===== src/rtl/ks_data_path_param.sv =====
// K&S processor datapath: PC, IR, decoder, NUM_REGS x DATA_W register file,
// 8-function ALU and registered flags. The control unit drives every strobe;
// the single-port RAM sees ram_addr/data_out and returns data_in.
// Ports: clk/rst_n (sync, active-low); control strobes branch, pc_enable,
// ir_enable, addr_sel, c_sel, write_reg_enable, flags_reg_enable, operation[2:0];
// data_in (RAM read data); decoded_instruction[3:0] (NOP=0 LOAD=1 STORE=2
// MOVE=3 ADD=4 SUB=5 AND=6 OR=7 BRANCH=8 BZERO=9 BNEG=10 HALT=11),
// illegal_instr, zero_op/neg_op/unsigned_overflow/signed_overflow,
// ram_addr, data_out (= register a), pc_out.
module ks_data_path_param #(
    parameter int DATA_W   = 16,
    parameter int NUM_REGS = 4,
    parameter int ADDR_W   = 5
) (
    input  logic              clk,
    input  logic              rst_n,
    input  logic              branch,
    input  logic              pc_enable,
    input  logic              ir_enable,
    input  logic              addr_sel,
    input  logic              c_sel,
    input  logic              write_reg_enable,
    input  logic              flags_reg_enable,
    input  logic [2:0]        operation,
    input  logic [DATA_W-1:0] data_in,
    output logic [3:0]        decoded_instruction,
    output logic              illegal_instr,
    output logic              zero_op,
    output logic              neg_op,
    output logic              unsigned_overflow,
    output logic              signed_overflow,
    output logic [ADDR_W-1:0] ram_addr,
    output logic [DATA_W-1:0] data_out,
    output logic [ADDR_W-1:0] pc_out
);
    localparam int RW = $clog2(NUM_REGS);
    localparam int M  = DATA_W - 1;

    localparam logic [3:0] I_NOP    = 4'd0;
    localparam logic [3:0] I_LOAD   = 4'd1;
    localparam logic [3:0] I_STORE  = 4'd2;
    localparam logic [3:0] I_MOVE   = 4'd3;
    localparam logic [3:0] I_ADD    = 4'd4;
    localparam logic [3:0] I_SUB    = 4'd5;
    localparam logic [3:0] I_AND    = 4'd6;
    localparam logic [3:0] I_OR     = 4'd7;
    localparam logic [3:0] I_BRANCH = 4'd8;
    localparam logic [3:0] I_BZERO  = 4'd9;
    localparam logic [3:0] I_BNEG   = 4'd10;
    localparam logic [3:0] I_HALT   = 4'd11;

    logic [ADDR_W-1:0] pc;
    logic [DATA_W-1:0] ir;
    logic [DATA_W-1:0] regs [NUM_REGS];
    logic [7:0]        opcode;
    logic [ADDR_W-1:0] mem_addr;
    logic [RW-1:0]     sel_a, sel_b, sel_c;
    logic [DATA_W-1:0] bus_a, bus_b, alu_out;
    logic [DATA_W:0]   wide;
    logic              alu_zero, alu_neg, alu_uovf, alu_sovf;
    logic              unused_ir_bits;

    assign opcode         = ir[DATA_W-1 -: 8];
    assign unused_ir_bits = ^ir;

    // Decode: fields an opcode does not use stay 0, so an unused c field
    // still selects r0 if the control unit strobes a write anyway.
    always_comb begin
        decoded_instruction = I_NOP;
        illegal_instr       = 1'b0;
        mem_addr            = '0;
        sel_a               = '0;
        sel_b               = '0;
        sel_c               = '0;
        case (opcode)
            8'h81: begin
                decoded_instruction = I_LOAD;
                mem_addr            = ir[ADDR_W-1:0];
                sel_c               = ir[ADDR_W+RW-1:ADDR_W];
            end
            8'h82: begin
                decoded_instruction = I_STORE;
                mem_addr            = ir[ADDR_W-1:0];
                sel_a               = ir[ADDR_W+RW-1:ADDR_W];
            end
            8'h91: begin
                decoded_instruction = I_MOVE;
                sel_a               = ir[RW-1:0];
                sel_b               = ir[RW-1:0];
                sel_c               = ir[2*RW-1:RW];
            end
            8'hA1, 8'hA2, 8'hA3, 8'hA4: begin
                case (opcode[2:0])
                    3'd1:    decoded_instruction = I_ADD;
                    3'd2:    decoded_instruction = I_SUB;
                    3'd3:    decoded_instruction = I_AND;
                    default: decoded_instruction = I_OR;
                endcase
                sel_a = ir[RW-1:0];
                sel_b = ir[2*RW-1:RW];
                sel_c = ir[3*RW-1:2*RW];
            end
            8'h01: begin decoded_instruction = I_BRANCH; mem_addr = ir[ADDR_W-1:0]; end
            8'h02: begin decoded_instruction = I_BZERO;  mem_addr = ir[ADDR_W-1:0]; end
            8'h03: begin decoded_instruction = I_BNEG;   mem_addr = ir[ADDR_W-1:0]; end
            8'h00: decoded_instruction = I_NOP;
            8'hFF: decoded_instruction = I_HALT;
            default: illegal_instr = 1'b1;
        endcase
    end

    assign bus_a    = regs[sel_a];
    assign bus_b    = regs[sel_b];
    assign data_out = bus_a;
    assign ram_addr = addr_sel ? mem_addr : pc;
    assign pc_out   = pc;

    // ALU; the extra bit of 'wide' is carry-out on ADD and borrow on SUB.
    always_comb begin
        wide     = '0;
        alu_out  = '0;
        alu_uovf = 1'b0;
        alu_sovf = 1'b0;
        case (operation)
            3'b000: alu_out = bus_a | bus_b;
            3'b001: begin
                wide     = {1'b0, bus_a} + {1'b0, bus_b};
                alu_out  = wide[DATA_W-1:0];
                alu_uovf = wide[DATA_W];
                alu_sovf = (bus_a[M] == bus_b[M]) && (alu_out[M] != bus_a[M]);
            end
            3'b010: begin
                wide     = {1'b0, bus_a} - {1'b0, bus_b};
                alu_out  = wide[DATA_W-1:0];
                alu_uovf = wide[DATA_W];
                alu_sovf = (bus_a[M] != bus_b[M]) && (alu_out[M] != bus_a[M]);
            end
            3'b011: alu_out = bus_a & bus_b;
            3'b100: alu_out = bus_a ^ bus_b;
            3'b101: begin
                alu_out  = {bus_a[M-1:0], 1'b0};
                alu_uovf = bus_a[M];
                alu_sovf = bus_a[M] ^ bus_a[M-1];
            end
            3'b110:  alu_out = {1'b0, bus_a[M:1]};
            default: alu_out = bus_a;
        endcase
        alu_zero = (alu_out == '0);
        alu_neg  = alu_out[M];
    end

    always_ff @(posedge clk) begin
        if (!rst_n) begin
            pc                <= '0;
            ir                <= '0;
            zero_op           <= 1'b0;
            neg_op            <= 1'b0;
            unsigned_overflow <= 1'b0;
            signed_overflow   <= 1'b0;
            for (int i = 0; i < NUM_REGS; i++) regs[i] <= '0;
        end else begin
            if (pc_enable) pc <= branch ? mem_addr : pc + ADDR_W'(1);
            if (ir_enable) ir <= data_in;
            if (write_reg_enable) regs[sel_c] <= c_sel ? data_in : alu_out;
            if (flags_reg_enable) begin
                zero_op           <= alu_zero;
                neg_op            <= alu_neg;
                unsigned_overflow <= alu_uovf;
                signed_overflow   <= alu_sovf;
            end
        end
    end
endmodule


===== config.mk =====
export PLATFORM = sky130hd
export DESIGN_NAME = ks_data_path_param
export DESIGN_NICKNAME = d
export VERILOG_FILES = /design/src/rtl/ks_data_path_param.sv
export SDC_FILE = /design/constraint.sdc
export NUM_CORES = 1
export LEC_CHECK = 0
export CORE_ASPECT_RATIO = 0.7
export CORE_UTILIZATION = 35
export CTS_CLUSTER_DIAMETER = 40
export DETAILED_ROUTE_END_ITERATION = 12
export GPL_ROUTABILITY_DRIVEN = 0
export GPL_TIMING_DRIVEN = 0
export HOLD_SLACK_MARGIN = 0.06
export MAX_ROUTING_LAYER = met4
export PLACE_DENSITY = 0.52
export SLEW_MARGIN = 10
export SYNTH_ARGS = -nofsm -noshare
export SYNTH_HDL_FRONTEND = slang
export SYNTH_SLANG_ARGS = --single-unit

===== constraint.sdc =====
create_clock -name clk -period 5.67 [get_ports clk]
set_input_delay 0.567 -clock clk [delete_from_list [all_inputs] [get_ports clk]]
set_output_delay 0.567 -clock clk [all_outputs]
set_load 0.01 [all_outputs]

==> flow_summary_export.csv <==
group,metric,value,unit
cts,ctsHoldBuffers,0,
worst_hold_path,hold-path-endpoint,"zero_op$_SDFFE_PN0P_",
layout,n_antenna_cell,0,
layout,fin_util,0.437,
sta,finalHoldViolCount,0,
setup_path,path_max_fanout,10,
place,dp_hpwl,24200,um
logic_synthesis,netlist_area,0.00824,mm2
cts,cts_tree,"done",
die,fp-row-count,46,
route,viasPerCell,5.92,
route,drtIter0Drc,943,
setup_path,crit_type,"reg -> reg",
route,wl_per_cell,22.9,um
grt,grt_pass1_vias,7439,
sta,setup_viol_count_final,0,
layout,layout_common_cells,"nor2_1, nand2_1, inv_1",
die,dieArea,0.0242,mm2
cts,htree_levels,3,
sta,maxSlewHeadroom,0.277,
grt,grt_pass1_wl,46300,um
setup_path,r2r_slack,0.16,ns
grt,grt_max_degree,17,
setup_path,cp.arrival,5.79,ns
setup_path,start_kind,"register",
cts,cts_buffer_depth,2,
cts,numCtsBuffers,9,
logic_synthesis,synth_cells,971,
sta,fin_crit,5.51,ns
die,core_area,0.0228,mm2
route,postRouteAntennaNets,0,
sta,fin_skew,0.0104,ns
setup_path,timing.rr.start,"ir[12]$_SDFFE_PN0P_",
logic_synthesis,synth_async_sr_flop_share,0,
logic_synthesis,synth.avg_cell_area,8.49,um2
layout,final_layout_size_suffix_gt1_frac,0.144,
status,status,"finished clean",
cts,root_buffer,"clkbuf_16",
logic_synthesis,synth_ff_type,"edfxtp_1",
route,routed-via-count,8099,
grt,grt_util_all_layers,0.271,
die,num_io_pins,63,
setup_path,cp-startpoint,"ir[12]$_SDFFE_PN0P_",
layout,final_cell_area,0.00999,mm2
worst_hold_path,hp-class,"reg -> reg",
cts,clk_latency,0.36,ns
cts,numClockSinks,88,
layout,finalNetCount,1133,
worst_hold_path,holdCritStartpoint,"zero_op$_SDFFE_PN0P_",
logic_synthesis,ys_types,98,
sta,worstMarginPinSlew,1.08,ns
power,cellPowerDensity,196,mW/mm2
die,dieHeight,130,um
layout,syn2layout_area_growth,21.3,%
die,die_width,185,um
grt,grt_antenna_before_repair,0,
route,dr.pass1.iters,5,
setup_path,r2r_cells,21,
power,ir_drop,0.162,mV
sta,fmax,0.182,GHz
grt,grt_overflow,0,
flow_run,maxCapViolations,0,
logic_synthesis,synth-seq-cells,88,
setup_path,cp-end-kind,"register",
logic_synthesis,seq_area_frac_synth,0.292,
cts,clkTransAtPathRegs,0.07,ns
logic_synthesis,syn-num-nets,1054,
setup_path,worst_ep_required_time,5.95,ns
setup_path,worstReg2RegEnd,"zero_op$_SDFFE_PN0P_",
sta,maxSlewViolCount,0,
route,remaining_drc_errors,0,
route,drt-total-wl,31300,um
die,initial_utilization,0.361,
place,port-buffer-count,55,
place,placed_cell_area,0.00919,mm2
logic_synthesis,synth_edf_count,64,
logic_synthesis,yosys_warnings,0,
worst_hold_path,holdPathStages,2,
sta,fin_crit_sh,0.972,
layout,final_common_cell,"nor2_1",
power,p_leak,3.85,nW
==> stage by stage <==
stage	hold slack, ns	setup slack (ns)	TNS, ns	instances	power (W)
CTS	0.485	0.0106	0	1362	0.00192
global placement	0.469	-1.39	-39.34	1338	0.00131
finish	0.481	0.161	0	1367	0.00196
global route	0.521	-0.0175	-0.0175	1367	0.00204
detailed placement	0.477	-1.36	-38.71	1339	0.00131
floorplan	0.506	0.348	0	971	0.00112
==> final cells by class <==
class,instances,area [um2]
buffer,64,367
multi-input combinational,745,5590
inverter,72,270
sequential,88,2410
tap,312,390
clock buffer,11,264
timing repair buffer,70,663
fill,2302,12900
clock inverter,5,36.3
==> where the power goes <==
group          switching (W)  total [W]  internal (W)
sequential         0.0000285   0.000752      0.000723
combinational       0.000372   0.000606      0.000234
clock               0.000264   0.000602      0.000338
==> synth_stat cells, types with 13 or more instances <==
cell type | number | area (um2)
a21oi_1 | 55 | 275
clkbuf_1 | 49 | 184
dfxtp_1 | 24 | 480
edfxtp_1 | 64 | 1920
ha_1 | 53 | 663
inv_1 | 70 | 263
mux2i_1 | 82 | 821
nand2_1 | 80 | 300
nand3_1 | 31 | 155
nor2_1 | 95 | 357
nor2b_1 | 28 | 175
nor3_1 | 16 | 80.1
o21ai_0 | 45 | 225
o221ai_1 | 13 | 114
==> worst max-delay path by stage <==
stage | cells past startpoint | slack, ns | to
6_report | 21 | 0.16 | zero_op$_SDFFE_PN0P_
5_1_grt | 20 | -0.02 | zero_op$_SDFFE_PN0P_
4_1_cts | 22 | 0.01 | zero_op$_SDFFE_PN0P_
3_5_place_dp | 20 | -1.36 | zero_op$_SDFFE_PN0P_
3_3_place_gp | 20 | -1.39 | zero_op$_SDFFE_PN0P_
2_1_floorplan | 20 | 0.35 | zero_op$_SDFFE_PN0P_
==> state kept, by name, summed over array words and instances, names as in the netlist <==
signal             count
regs                  64
pc_out                 5
zero_op                1
neg_op                 1
signed_overflow        1
ir                    15
unsigned_overflow      1
==> worst max-delay path: stages, from the launching register on <==
cell and delay, ns:
dfxtp_2 0.37, and4bb_1 0.29, buf_6 0.14, o211a_4 0.21, nand2_1 0.10, nand2_4 0.17, buf_4 0.26, o21ai_0 0.17
mux2i_4 0.24, inv_1 0.10, ha_1 0.29, buf_6 0.15, and3_4 0.17, or4_4 0.55, o311a_1 0.35, a211o_1 0.30
a221oi_1 0.31, nand3_1 0.19, a211oi_2 0.20, nand4b_1 0.14, or4b_4 0.55, o22ai_2 0.12
==> kinds of logic after synthesis <==
kind of cell | count (synthesis) | synth area share
adder cells (fa/ha/maj) | 55 | 0.0853
buffers and inverters | 139 | 0.0708
XOR/XNOR | 6 | 0.00638
multiplexers | 97 | 0.121
AO/OA/AOI/OAI | 250 | 0.217
flip-flops | 88 | 0.292
AND/OR/NAND/NOR | 336 | 0.208
==> layer usage <==
metal | wire length, um | vias to the layer above | part of all wire | track usage
met1 | 15500 | 3952 | 0.50 | 0.405
met2 | 12100 | 379 | 0.39 | 0.357
li1 | - | 3738 | - | -
met4 | 403 | 0 | 0.013 | 0.0520
met3 | 3260 | 30 | 0.10 | 0.0717
met5 | 0 | - | 0 | -
==> what timing repair did <==
action	in CTS	in global routing
resized for setup	41	63
hold endpoints to repair	0	0
cloned	0	1
setup buffers	8	6
pin swaps	3	11
endpoints found under the setup margin	52	27
Power figures use the tool's default switching activity.
